### src/rtl/mem_stream_reader_pkg.sv
// Shared definitions for the memory stream reader and the memory block it reads.
package mem_stream_reader_pkg;

    // Default widths, kept in step with the memory read port.
    localparam int MSR_ADDR_W     = 18;
    localparam int MSR_DATA_W     = 8;
    localparam int MSR_LEN_W      = 18;
    localparam int MSR_FIFO_DEPTH = 4;

    // Transfer sequencer states.
    typedef enum logic [1:0] {
        ST_IDLE  = 2'd0,
        ST_ISSUE = 2'd1,
        ST_DRAIN = 2'd2,
        ST_DONE  = 2'd3
    } msr_state_t;

endpackage

### src/rtl/mem_stream_reader_sync_fifo.sv
// Small synchronous FIFO holding read words between the memory and the stream port.
// DEPTH must be a power of two so the pointers wrap on their own.
module sync_fifo #(
    parameter int DATA_W = 8,
    parameter int DEPTH  = 4
) (
    input  logic                       i_clk,
    input  logic                       i_rst_n,
    input  logic                       i_push,
    input  logic [DATA_W-1:0]          i_push_data,
    input  logic                       i_pop,
    output logic [DATA_W-1:0]          o_head,
    output logic                       o_full,
    output logic                       o_empty,
    output logic [$clog2(DEPTH):0]     o_count
);

    localparam int PTR_W = $clog2(DEPTH);

    logic [DATA_W-1:0] r_mem [DEPTH];
    logic [PTR_W-1:0]  r_wr_ptr;
    logic [PTR_W-1:0]  r_rd_ptr;
    logic [PTR_W:0]    r_count;
    logic              w_do_push;
    logic              w_do_pop;

    assign o_full    = (r_count == (PTR_W+1)'(DEPTH));
    assign o_empty   = (r_count == '0);
    assign o_count   = r_count;
    assign o_head    = r_mem[r_rd_ptr];
    assign w_do_push = i_push && !o_full;
    assign w_do_pop  = i_pop && !o_empty;

    // Storage: cleared on reset so the head reads zero until the first push.
    always_ff @(posedge i_clk or negedge i_rst_n) begin
        if (!i_rst_n) begin
            for (int i = 0; i < DEPTH; i++) begin
                r_mem[i] <= '0;
            end
        end else if (w_do_push) begin
            r_mem[r_wr_ptr] <= i_push_data;
        end
    end

    // Pointers and occupancy; a simultaneous push and pop leaves the count unchanged.
    always_ff @(posedge i_clk or negedge i_rst_n) begin
        if (!i_rst_n) begin
            r_wr_ptr <= '0;
            r_rd_ptr <= '0;
            r_count  <= '0;
        end else begin
            if (w_do_push) begin
                r_wr_ptr <= r_wr_ptr + PTR_W'(1);
            end
            if (w_do_pop) begin
                r_rd_ptr <= r_rd_ptr + PTR_W'(1);
            end
            case ({w_do_push, w_do_pop})
                2'b10:   r_count <= r_count + (PTR_W+1)'(1);
                2'b01:   r_count <= r_count - (PTR_W+1)'(1);
                default: r_count <= r_count;
            endcase
        end
    end

endmodule

### src/rtl/mem_stream_reader.sv
// Reads a run of consecutive words from a 1-cycle-latency memory and emits them
// as a valid/ready stream with a last flag.
//
// Stream handshake: a beat transfers on a rising edge where m_valid && m_ready.
// Once m_valid is high it stays high, with m_data and m_last unchanged, until
// the beat transfers; m_valid never depends on m_ready.
module mem_stream_reader
    import mem_stream_reader_pkg::*;
#(
    parameter int ADDR_W     = MSR_ADDR_W,
    parameter int DATA_W     = MSR_DATA_W,
    parameter int LEN_W      = MSR_LEN_W,
    parameter int FIFO_DEPTH = MSR_FIFO_DEPTH
) (
    input  logic              clk,
    input  logic              rst_n,
    input  logic              start,
    input  logic [ADDR_W-1:0] base_addr,
    input  logic [LEN_W-1:0]  length,
    output logic              busy,
    output logic              done,
    output logic              mem_r_en,
    output logic [ADDR_W-1:0] mem_r_add,
    input  logic [DATA_W-1:0] mem_r_data,
    output logic              m_valid,
    output logic [DATA_W-1:0] m_data,
    output logic              m_last,
    input  logic              m_ready,
    output logic [1:0]        o_dbg_state
);

    localparam int CNT_W = $clog2(FIFO_DEPTH) + 1;

    msr_state_t        r_state;
    logic [ADDR_W-1:0] r_addr;
    logic [LEN_W-1:0]  r_issue_cnt;
    logic [LEN_W-1:0]  r_beat_cnt;
    logic              r_inflight;

    logic [CNT_W-1:0]  w_count;
    logic              w_full;
    logic              w_empty;
    logic [DATA_W-1:0] w_head;
    logic              w_credit_ok;
    logic              w_issue;
    logic              w_pop;

    // Credit: words already buffered plus the one still coming back from memory
    // must leave room, so every returning word has a free FIFO slot.
    assign w_credit_ok = ({1'b0, w_count} + {{CNT_W{1'b0}}, r_inflight})
                         < (CNT_W+1)'(FIFO_DEPTH);
    assign w_issue     = (r_state == ST_ISSUE) && w_credit_ok && !w_full;
    assign w_pop       = !w_empty && m_ready;

    assign mem_r_en    = w_issue;
    assign mem_r_add   = r_addr;
    assign m_valid     = !w_empty;
    assign m_data      = w_head;
    assign m_last      = !w_empty && (r_beat_cnt == LEN_W'(1));
    assign busy        = (r_state == ST_ISSUE) || (r_state == ST_DRAIN);
    assign done        = (r_state == ST_DONE);
    assign o_dbg_state = r_state;

    sync_fifo #(
        .DATA_W (DATA_W),
        .DEPTH  (FIFO_DEPTH)
    ) u_fifo (
        .i_clk       (clk),
        .i_rst_n     (rst_n),
        .i_push      (r_inflight),
        .i_push_data (mem_r_data),
        .i_pop       (w_pop),
        .o_head      (w_head),
        .o_full      (w_full),
        .o_empty     (w_empty),
        .o_count     (w_count)
    );

    // Sequencer: command capture, read issue with credit, drain and completion.
    always_ff @(posedge clk or negedge rst_n) begin
        if (!rst_n) begin
            r_state     <= ST_IDLE;
            r_addr      <= '0;
            r_issue_cnt <= '0;
            r_beat_cnt  <= '0;
            r_inflight  <= 1'b0;
        end else begin
            // Memory data returns one cycle after the read; it is pushed then.
            r_inflight <= w_issue;

            if (w_pop && (r_beat_cnt != '0)) begin
                r_beat_cnt <= r_beat_cnt - LEN_W'(1);
            end

            case (r_state)
                ST_IDLE: begin
                    if (start) begin
                        r_addr      <= base_addr;
                        r_issue_cnt <= length;
                        r_beat_cnt  <= length;
                        r_state     <= (length == '0) ? ST_DONE : ST_ISSUE;
                    end
                end
                ST_ISSUE: begin
                    if (w_issue) begin
                        r_addr      <= r_addr + ADDR_W'(1);
                        r_issue_cnt <= r_issue_cnt - LEN_W'(1);
                        if (r_issue_cnt == LEN_W'(1)) begin
                            r_state <= ST_DRAIN;
                        end
                    end
                end
                ST_DRAIN: begin
                    // Leave on the final handshake so done lands on the next cycle.
                    if ((r_beat_cnt == '0) || ((r_beat_cnt == LEN_W'(1)) && w_pop)) begin
                        r_state <= ST_DONE;
                    end
                end
                ST_DONE: begin
                    r_state <= ST_IDLE;
                end
                default: begin
                    r_state <= ST_IDLE;
                end
            endcase
        end
    end

endmodule

### config.mk
export PLATFORM = sky130hd
export DESIGN_NAME = mem_stream_reader
export DESIGN_NICKNAME = d
export VERILOG_FILES = /design/src/rtl/mem_stream_reader_pkg.sv /design/src/rtl/mem_stream_reader_sync_fifo.sv /design/src/rtl/mem_stream_reader.sv
export SDC_FILE = /design/constraint.sdc
export NUM_CORES = 1
export LEC_CHECK = 0
export ABC_AREA = 1
export CAP_MARGIN = 20
export CELL_PAD_IN_SITES_DETAIL_PLACEMENT = 0
export CELL_PAD_IN_SITES_GLOBAL_PLACEMENT = 2
export CORE_ASPECT_RATIO = 1.25
export CORE_MARGIN = 2
export CORE_UTILIZATION = 33
export DETAILED_ROUTE_END_ITERATION = 16
export PLACE_DENSITY = 0.93
export SYNTH_ARGS = -nofsm -noshare
export SYNTH_HDL_FRONTEND = slang
export SYNTH_SLANG_ARGS = --single-unit
### constraint.sdc
create_clock -name clk -period 4 [get_ports clk]
set_clock_uncertainty 0.15 [all_clocks]
set_input_delay 0.8 -clock clk [delete_from_list [all_inputs] [get_ports clk]]
set_output_delay 0.8 -clock clk [all_outputs]
set_load 0.02 [all_outputs]
==> out/summary.txt, run 1 <==
Worst-Skew Late Latency -> 370 ps
Cell type group with the largest total delay on the critical path -> buffers and inverters
Synth cell types -> 35
Die area -> 19200 sq um
Unrepaired setup endpoints after global routing -> false
Element type at the critical path start -> flip-flop
Vias in the first global route -> 5413
Netlist Area Pre-Place -> 5960 sq um
Setup_tns -> 0 ps
CTS tree -> built
Via/cell ratio -> 4.81
Leak pwr -> 3.47 nW
Pint -> 3.15 mW
DIE WIDTH -> 124 um
Max Buffers Root-to-Sink -> 2
Cells after synthesis -> 853
Post-DRT Antenna Nets -> 0
Final setup fails -> 0
PortBufs -> 80
Worst slew margin -> 37.3%
Power density cells -> 829 nW/um^2
Reg-to-reg slack, setup -> 1220 ps
IO Pins -> 81
GP Congestion -> 0.786
Diode count -> 0
Post-cts sizing count -> 0
Worst-margin pin slew -> 941 ps
Yosys warns -> 0
Post-synth EDFFs -> 0
Share of the synthesized area in the top cell type -> 40.3%
DR vias -> 5546
Hold Path Class -> reg -> reg
Reg clk slew, reported paths -> 80 ps
Achievable Freq -> 0.299 GHz
Share of cells above drive strength 1 -> 4.20%
Pre-antenna DRT Iters -> 4
Worst EP required -> 3050 ps
NumNets Final -> 986
Flop pwr share -> 33.2%
Area growth syn-to-layout -> 22.0%
Hold-fix buffers, CTS -> 0
Post-synth top cells -> nand2_1 (245), o21ai_0 (103), inv_1 (101), nor2_1 (99), dfrtp_1 (96)
Final Max Slew Viols -> 0
Initial Utilization -> 33.9%
Clock share of power -> 15.0%
Rows -> 54
CTS sink count -> 96
Cell Chain, Critical Path -> inv_1 > o21ai_0 > o22ai_1 > clkdlybuf4s50_1
WP buf/inv -> 2
Max_cap viols -> 0
Outcome -> finished clean
Die Span Y -> 154 um
Crit Path Max Fanout -> 19
CTS buffer count -> 9
Leading area contributor after synthesis -> dfrtp_1
CP Capture Type -> output pin
Initial antenna violation count -> 0
Syn_area_per_cell -> 6.99 sq um
Non-Filler Instances -> 1152
Net Switching -> 2.87 mW
H-tree depth -> 3
Post-CTS setup buffers -> 0
Setup Crit Path Kind -> reg -> out
Largest net degree at the start of global routing -> 70
GRT Total Usage -> 17.7%
DP Wirelength -> 12100 um
Hold Vio Cnt, Final -> 0
Maximum vdd drop -> 0.383 mV
DR WL/cell -> 14.4 um
Seq/Total Area, Yosys -> 40.3%
CP arrival -> 2400 ps
Final Cycle Share -> 83.7%
Core area -> 17600 sq um
Synth async-reset ratio -> 100%
Top post-synthesis cells by area -> dfrtp_1 (40%), nand2_1 (15%), o21ai_0 (8.6%)
Critical Path Max Stage Delay -> 730 ps
Switching Fraction -> 47.7%
GRT Residual Overflow -> 0
First-pass GRT wire length -> 27600 um
Fill count -> 1864
Total Wirelength -> 16500 um
Final min period -> 3350 ps
Slowest CP cell -> dfrtp_1
Top-count cell post-synth -> nand2_1
Logic pwr share -> 51.8%
Root Buffer -> clkbuf_16
Placed Instances -> 1136
DRT iter0 DRCs -> 216
Primary FF master, synth -> dfrtp_1
Syn Nets -> 916
DRC violations left -> 0
Yosys reg bits -> 96
[final cells by class]
type,count,area (sq um),area share (%)
clock inverter,7,83.8,1.15
tap,224,280,3.86
timing repair buffer,88,858,11.8
sequential,96,2400,33.0
clock buffer,9,225,3.10
inverter,102,383,5.27
multi-input combinational,626,3040,41.8
[registers in the layout (all words and copies together) (netlist names)]
register and count:
o_dbg_state 2, u_fifo.r_rd_ptr 2, u_fifo.r_mem 32, r_issue_cnt 18
mem_r_add 18, r_inflight 1, u_fifo.r_wr_ptr 2, r_beat_cnt 18
u_fifo.o_count 3
[worst paths after layout]
path | startpoint | end | cells after the start
max | u_fifo.r_rd_ptr[0] | m_data[0] | 4
min | u_fifo.r_mem[19] | u_fifo.r_mem[19] | 2
max reg2reg | o_dbg_state[1] | r_issue_cnt[6] | 9
min reg2reg | u_fifo.r_mem[19] | u_fifo.r_mem[19] | 2
max in group asynchronous | rst_n | u_fifo.r_mem[18] | 2
min in group asynchronous | rst_n | mem_r_add[14] | 1
[power by group through the flow]
stage	registers (mW)	clock network (mW)	logic (mW)
global route	2.08	0.967	3.56
CTS	2.00	0.928	3.16
detailed placement	2.01	0	3.15
floorplan	1.96	0	2.14
finish	2.00	0.905	3.12
global placement	2.01	0	3.12
[cell usage in the layout, fill, tap and decap left out, types with 3 or more instances in the layout]
| cell type | Yosys | routed |
|---|---|---|
| inv_8 | 0 | 3 |
| o22ai_1 | 12 | 12 |
| nand3b_1 | 7 | 7 |
| o211ai_1 | 3 | 3 |
| clkdlybuf4s50_1 | 0 | 79 |
| ha_1 | 14 | 13 |
| nand2_1 | 245 | 245 |
| nand4_1 | 14 | 14 |
| xor2_1 | 10 | 10 |
| a21oi_1 | 24 | 24 |
| nand3_1 | 60 | 60 |
| or2_2 | 3 | 3 |
| nor3_1 | 7 | 7 |
| dfrtp_1 | 96 | 96 |
| xnor2_1 | 7 | 7 |
| nor2_1 | 99 | 99 |
| buf_4 | 0 | 9 |
| o21ai_0 | 103 | 103 |
| clkbuf_16 | 0 | 9 |
| inv_1 | 101 | 101 |
[metrics by stage]
stage / setup WS [ps] / hold WS, ps / instance area, sq um / power (mW) / utilization, %
detailed placement: 1050 / 319 / 6960 / 5.17 / 39.6
global placement: 1060 / 311 / 6960 / 5.13 / 39.6
finish: 652 / 335 / 7270 / 6.02 / 41.4
CTS: 648 / 339 / 7270 / 6.09 / 41.4
floorplan: 1590 / 298 / 5960 / 4.11 / -
global route: 500 / 358 / 7270 / 6.61 / 41.4
[logic make-up (layout without fill, tap and decap cells)]
group	after synthesis	in the layout	synth area share [%]
adders and majority gates	15	15	3.27
AOI/OAI and AO/OA	151	151	13.6
DFF	96	96	40.3
buffers and inverters	131	206	8.79
xor gates and xnor gates	17	17	2.50
and+or+nand+nor	443	443	31.5
[metal layers]
layer	track usage, %	wire (um)	vias up
met5	0	0	-
met4	6.63	311	0
met3	2.01	439	20
met2	31.3	8220	84
met1	22.2	7560	2554
li1	-	-	2888
[worst register-to-register path, delay by kind of cell, from the launching register on]
family	cells	cell delay (ps)
adders and majority gates	1	520
DFF	1	420
and+or+nand+nor	1	320
AOI/OAI and AO/OA	4	420
buffers and inverters	3	840
Power figures use the tool's default switching activity.
==> inputs of run 2 (changes only) <==
--- a/config.mk
+++ b/config.mk
@@ -11,9 +11,9 @@
 export CELL_PAD_IN_SITES_GLOBAL_PLACEMENT = 2
 export CORE_ASPECT_RATIO = 1.25
 export CORE_MARGIN = 2
-export CORE_UTILIZATION = 33
+export CORE_UTILIZATION = 28
 export DETAILED_ROUTE_END_ITERATION = 16
-export PLACE_DENSITY = 0.93
+export PLACE_DENSITY = 0.85
 export SYNTH_ARGS = -nofsm -noshare
 export SYNTH_HDL_FRONTEND = slang
 export SYNTH_SLANG_ARGS = --single-unit
==> constraint.sdc (replaced) <==
create_clock -name clk -period 2.8 [get_ports clk]
set_clock_uncertainty 0.15 [all_clocks]
set_input_delay 0.56 -clock clk [delete_from_list [all_inputs] [get_ports clk]]
set_output_delay 0.56 -clock clk [all_outputs]
set_load 0.02 [all_outputs]
==> run 2 against run 1 <==
Against the previous run: clock-buffer cell count unchanged; register-to-register slack worse by 600 ps; via count up 0.36%; non-clock buffer count up 4; utilization down 6.0 points; power up 45%; worst setup slack worse by 520 ps; design area up 1.7%; combinational power up 48%; critical path depth unchanged.
==> out/summary.txt, run 2 (same netlist as run 1, synthesis figures left out) <==
Rows -> 59 (+9.3%)
Largest net degree at the start of global routing -> 52 (-26%)
Worst-margin pin slew -> 533 ps (-407 ps)
Post-CTS setup buffers -> 0 (unchanged)
Share of cells above drive strength 1 -> 4.72% (+0.52 points)
DP Wirelength -> 12500 um (+3.0%)
Critical Path Max Stage Delay -> 630 ps (-100 ps)
Worst EP required -> 2090 ps (-960 ps)
IO Pins -> 81 (unchanged)
CTS buffer count -> 9 (unchanged)
First-pass GRT wire length -> 28100 um (+2.1%)
Outcome -> finished clean
CP Capture Type -> output pin
Final Max Slew Viols -> 0 (unchanged)
Diode count -> 0 (unchanged)
Initial Utilization -> 28.5% (-5.4 points)
CTS sink count -> 96 (unchanged)
PortBufs -> 80 (unchanged)
DR vias -> 5566 (+0.36%)
Reg clk slew, reported paths -> 80 ps (about the same)
DRC violations left -> 0 (unchanged)
Total Wirelength -> 17100 um (+3.5%)
Setup_tns -> 0 ps (unchanged)
Final min period -> 2670 ps
Worst slew margin -> 64.3% (+27 points)
Area growth syn-to-layout -> 24.0%
Post-DRT Antenna Nets -> 0 (unchanged)
Initial antenna violation count -> 0 (unchanged)
Achievable Freq -> 0.374 GHz
GRT Total Usage -> 15.7% (-2.0 points)
Unrepaired setup endpoints after global routing -> false
Core area -> 20900 sq um (+19%)
WP buf/inv -> 2 (unchanged)
Element type at the critical path start -> flip-flop
Cell type group with the largest total delay on the critical path -> buffers and inverters
Via/cell ratio -> 4.62 (-4.1%)
Crit Path Max Fanout -> 18 (-1)
Hold Path Class -> in -> async
Most frequent cells in the layout -> nand2_1 (245), o21ai_0 (103), inv_1 (100), nor2_1 (99), dfrtp_1 (96)
Fill count -> 2259 (+21%)
NumNets Final -> 990 (+0.41%)
Vias in the first global route -> 5433 (+0.37%)
Leak pwr -> 3.52 nW (+1.3%)
CTS tree -> built
Largest register by flop count -> u_fifo.r_mem
Cell Chain, Critical Path -> buf_4 > o21ai_0 > o22ai_1 > clkdlybuf4s50_1
Final Cycle Share -> 95.4%
Max Buffers Root-to-Sink -> 2 (unchanged)
Root Buffer -> clkbuf_16
Die area -> 22500 sq um (+17%)
Pre-antenna DRT Iters -> 4 (unchanged)
Final setup fails -> 0 (unchanged)
Max FFs per register -> 32 (unchanged)
Slowest CP cell -> clkdlybuf4s50_1
Max_cap viols -> 0 (unchanged)
H-tree depth -> 3 (unchanged)
CP arrival -> 1960 ps (-440 ps)
DR WL/cell -> 14.2 um (-1.2%)
Hold Vio Cnt, Final -> 0 (unchanged)
Power density cells -> 1180 nW/um^2 (+42%)
GRT Residual Overflow -> 0 (unchanged)
DRT iter0 DRCs -> 262 (+21%)
Worst-Skew Late Latency -> 370 ps (about the same)
Commonest non-fill, non-tap cell in the layout -> nand2_1
DIE WIDTH -> 135 um (+8.3%)
Setup Crit Path Kind -> reg -> out
Maximum vdd drop -> 0.429 mV (+12%)
Pwr Total -> 8.71 mW (+45%)
Die Span Y -> 167 um (+8.3%)
GP Congestion -> 0.797 (+1.4%)
run 2: cell type report:
type                    count  area [sq um]  share of cell area [%]
well taps                 274           343                    4.64
inverters                 102           387                    5.23
flip-flops and latches     96          2400                    32.5
multi-input cells         626          3040                    41.1
clock inverters             7          81.3                    1.10
repair buffers             92           915                    12.4
clock buffers               9           225                    3.05
run 2: final timing paths:
kind	start	endpoint	slack (ps)	cells past startpoint
max in group asynchronous	rst_n	mem_r_add[8]	1770	2
min in group clk	u_fifo.r_mem[20]	u_fifo.r_mem[20]	330	2
max reg2reg	o_dbg_state[0]	r_issue_cnt[7]	620	9
min reg2reg	u_fifo.r_mem[20]	u_fifo.r_mem[20]	330	2
max	u_fifo.r_rd_ptr[0]	m_data[0]	130	4
min	rst_n	u_fifo.r_mem[4]	10	1
run 2: repair_timing:
item	CTS	global route
endpoints found under the setup margin	1	9
cloned	0	0
resized for setup	1	2
hold buffers	0	0
run 2: routing by layer:
metal	track usage, %	part of all wire [%]	vias to the layer above
met3	1.79	3.1	15
met1	19.8	45	2561
met2	27.8	50	90
li1	-	-	2900
met5	0	0	-
met4	4.99	1.5	0
run 2: per-stage QoR:
stage                     std cells  util (%)  setup slack (ps)  instance area, sq um  hold slack [ps]
after CTS                      1206      35.3              18.8                  7380             24.2
final                          1206      35.4               128                  7390             12.8
after global placement         1190      33.9               278                  7080              312
after global routing           1206      35.4              6.62                  7390             48.8
after floorplan                 853         -               631                  5960              114
after detailed placement       1190      33.9               284                  7080              318
run 2: power by group:
| part | switching [mW] | leakage, nW | internal [mW] |
|---|---|---|---|
| sequential | 0.682 | 1.14 | 2.11 |
| combinational | 2.80 | 2.22 | 1.81 |
| clock | 0.662 | 0.150 | 0.640 |
run 2: worst reg2reg max path, stage by stage (launching register included):
cell and delay [ps]:
dfrtp_1 470, inv_1 100, ha_1 240, inv_1 120
or2_2 130, nand2_1 100, inv_1 70, buf_4 380
o21ai_0 160, o21ai_0 180
==> inputs of run 3 (changes only) <==
--- a/config.mk
+++ b/config.mk
@@ -11,9 +11,9 @@
 export CELL_PAD_IN_SITES_GLOBAL_PLACEMENT = 2
 export CORE_ASPECT_RATIO = 1.25
 export CORE_MARGIN = 2
-export CORE_UTILIZATION = 28
+export CORE_UTILIZATION = 33
 export DETAILED_ROUTE_END_ITERATION = 16
-export PLACE_DENSITY = 0.85
+export PLACE_DENSITY = 0.93
 export SYNTH_ARGS = -nofsm -noshare
 export SYNTH_HDL_FRONTEND = slang
 export SYNTH_SLANG_ARGS = --single-unit
==> constraint.sdc (replaced) <==
create_clock -name clk -period 3.1 [get_ports clk]
set_clock_uncertainty 0.15 [all_clocks]
set_input_delay 0.62 -clock clk [delete_from_list [all_inputs] [get_ports clk]]
set_output_delay 0.62 -clock clk [all_outputs]
set_load 0.02 [all_outputs]
==> run 3 against run 2 <==
Against the previous run: first-iteration DRC count rose by 11%; critical path depth rose by 2; global-route usage rose by 1.7 points; clock power down 6%; clock-buffer cell count is the same; critical path type unchanged; largest power group unchanged.
==> out/summary.txt, run 3 (same netlist as run 1, synthesis figures left out) <==
Outcome -> finished clean
Hold Path Class -> in -> async
Maximum vdd drop -> 0.419 mV (-2.4%)
Largest net degree at the start of global routing -> 69 (+33%)
Worst slew margin -> 37.1% (-27 points)
IO Pins -> 81 (unchanged)
Reg2Reg Depth -> 11 (+2)
Gr busiest metal -> met2
Setup_tns -> 0 ps (unchanged)
Critical path origin -> r_beat_cnt[6]
Die area -> 19200 sq um (-15%)
Share of cells above drive strength 1 -> 4.51% (-0.21 points)
CTS tree -> built
Hold-fix buffers, CTS -> 0 (unchanged)
Max_cap viols -> 0 (unchanged)
Top cell by count, worst path -> nor2_1
PortBufs -> 80 (unchanged)
Total Wirelength -> 16300 um (-5.0%)
Post-CTS setup buffers -> 0 (unchanged)
Initial Utilization -> 33.9% (+5.4 points)
Final min period -> 2930 ps
Fill count -> 1893 (-16%)
Root Buffer -> clkbuf_16
First-pass GRT wire length -> 27300 um (-3.0%)
DR vias -> 5531 (-0.63%)
Cell Chain, Critical Path -> nor2_1 > nand2_2 > nor2_1 > nand3_1 > nor2_1 > clkdlybuf4s50_1
Diode count -> 0 (unchanged)
Power density cells -> 1070 nW/um^2 (-9.1%)
Core area -> 17600 sq um (-16%)
Final Max Slew Viols -> 0 (unchanged)
Worst EP required -> 2330 ps (+240 ps)
Fin Hold WS -> 251 ps (+238 ps)
Unrepaired setup endpoints after global routing -> false
CP Capture Type -> output pin
Met1 Use GR -> 22.4% (+2.5 points)
Reg clk slew, reported paths -> 80 ps (about the same)
Post-cts sizing count -> 0 (-1)
Rows -> 54 (-8.5%)
GRT Total Usage -> 17.4% (+1.7 points)
GP Congestion -> 0.811 (+1.7%)
Largest register by flop count -> u_fifo.r_mem
Routing usage on met3 -> 2.49% (+0.70 points)
Final Cell Area -> 7310 sq um (-1.1%)
Worst-margin pin slew -> 943 ps (+410 ps)
Post-DRT Antenna Nets -> 0 (unchanged)
Final Util -> 41.6% (+6.2 points)
CTS sink count -> 96 (unchanged)
Post-DP Area -> 6980 sq um (-1.3%)
DRC violations left -> 0 (unchanged)
Via/cell ratio -> 4.79 (+3.8%)
Hold Vio Cnt, Final -> 0 (unchanged)
Pwr Total -> 7.83 mW (-10%)
CP arrival -> 2160 ps (+200 ps)
Worst-Skew Late Latency -> 360 ps (about the same)
Achievable Freq -> 0.341 GHz
Last element of the critical path -> m_last
Vias in the first global route -> 5389 (-0.81%)
Final setup fails -> 0 (unchanged)
Leak pwr -> 3.49 nW (-0.61%)
DR WL/cell -> 14.1 um (-0.79%)
DRT iter0 DRCs -> 292 (+11%)
Die Span Y -> 154 um (-7.7%)
GR Util met2 -> 30.1% (+2.3 points)
H-tree depth -> 3 (unchanged)
Register area -> 2400 sq um (unchanged)
Pre-antenna DRT Iters -> 5 (+1)
DIE WIDTH -> 124 um (-7.7%)
Max Buffers Root-to-Sink -> 2 (unchanged)
Area taken by multi-input logic gates -> 3040 sq um (unchanged)
NumNets Final -> 989 (-0.10%)
Slowest CP cell -> clkdlybuf4s50_1
Most frequent cells in the layout -> nand2_1 (245), o21ai_0 (103), inv_1 (101), nor2_1 (99), dfrtp_1 (96)
Critical Path Max Stage Delay -> 630 ps (about the same)
Reg-to-reg slack, setup -> 920 ps (+300 ps)
Element type at the critical path start -> flip-flop
Max FFs per register -> 32 (unchanged)
Crit Path Max Fanout -> 4 (-14)
R2R Path Start -> r_beat_cnt[0]
GRT Residual Overflow -> 0 (unchanged)
Reg-to-Reg End -> r_beat_cnt[11]
Final Cycle Share -> 94.7%
Commonest non-fill, non-tap cell in the layout -> nand2_1
Setup Crit Path Kind -> reg -> out
Initial antenna violation count -> 0 (unchanged)
Area growth syn-to-layout -> 22.6%
CTS buffer count -> 9 (unchanged)
DP Wirelength -> 11800 um (-5.6%)
==> run 3: cell count changes in the layout (fill, tap and decap cells not counted) <==
| cell | change |
|---|---|
| inv_6 | -1 |
| dlymetal6s2s_1 | -1 |
| bufinv_16 | +1 |
| clkdlybuf4s50_1 | +2 |
| inv_1 | +1 |
| buf_12 | -2 |
| clkinvlp_4 | -1 |
| clkinv_8 | -1 |
| dlygate4sd2_1 | -1 |
| buf_4 | +1 |
| inv_8 | +1 |
==> run 3: report_power, final <==
part | internal [mW] | switching [mW]
clock | 0.655 | 0.564
combinational | 1.60 | 2.49
sequential | 1.91 | 0.610
total | 4.16 | 3.67
==> run 3: final cells by class <==
cell class                      instances  area share (%)
Clock buffer                            9            3.08
Timing Repair Buffer                   91            12.1
Multi-Input combinational cell        626            41.6
Inverter                              102            5.24
Clock inverter                          7            1.34
Tap cell                              224            3.84
Sequential cell                        96            32.9
==> run 3: worst min path at each step <==
stage,slack (ps),to,startpoint,depth (start not counted)
final,250,mem_r_add[14],rst_n,1
after global routing,310,mem_r_add[14],rst_n,1
after CTS,280,mem_r_add[14],rst_n,1
after floorplan,170,mem_r_add[0],rst_n,0
after detailed placement,320,u_fifo.r_mem[23],u_fifo.r_mem[23],2
after global placement,310,u_fifo.r_mem[23],u_fifo.r_mem[23],2
==> run 3: layer usage <==
layer | wire (um) | part of all wire [%] | up-vias
met3 | 457 | 2.8 | 14
met1 | 7540 | 46 | 2541
met2 | 8040 | 49 | 86
met4 | 214 | 1.3 | 0
li1 | - | - | 2890
met5 | 0 | 0 | -
==> run 3: worst max-delay path: cells and delay by family, from the launching register on <==
kind | cells | cell delay [ps]
buf+inv | 1 | 630
simple gates | 5 | 760
flops | 1 | 410
==> run 3: per-stage QoR <==
stage | setup WS (ps) | instances
after floorplan | 871 | 853
after global routing | 56.5 | 1155
final | 166 | 1155
after global placement | 561 | 1139
after CTS | 151 | 1155
after detailed placement | 544 | 1139
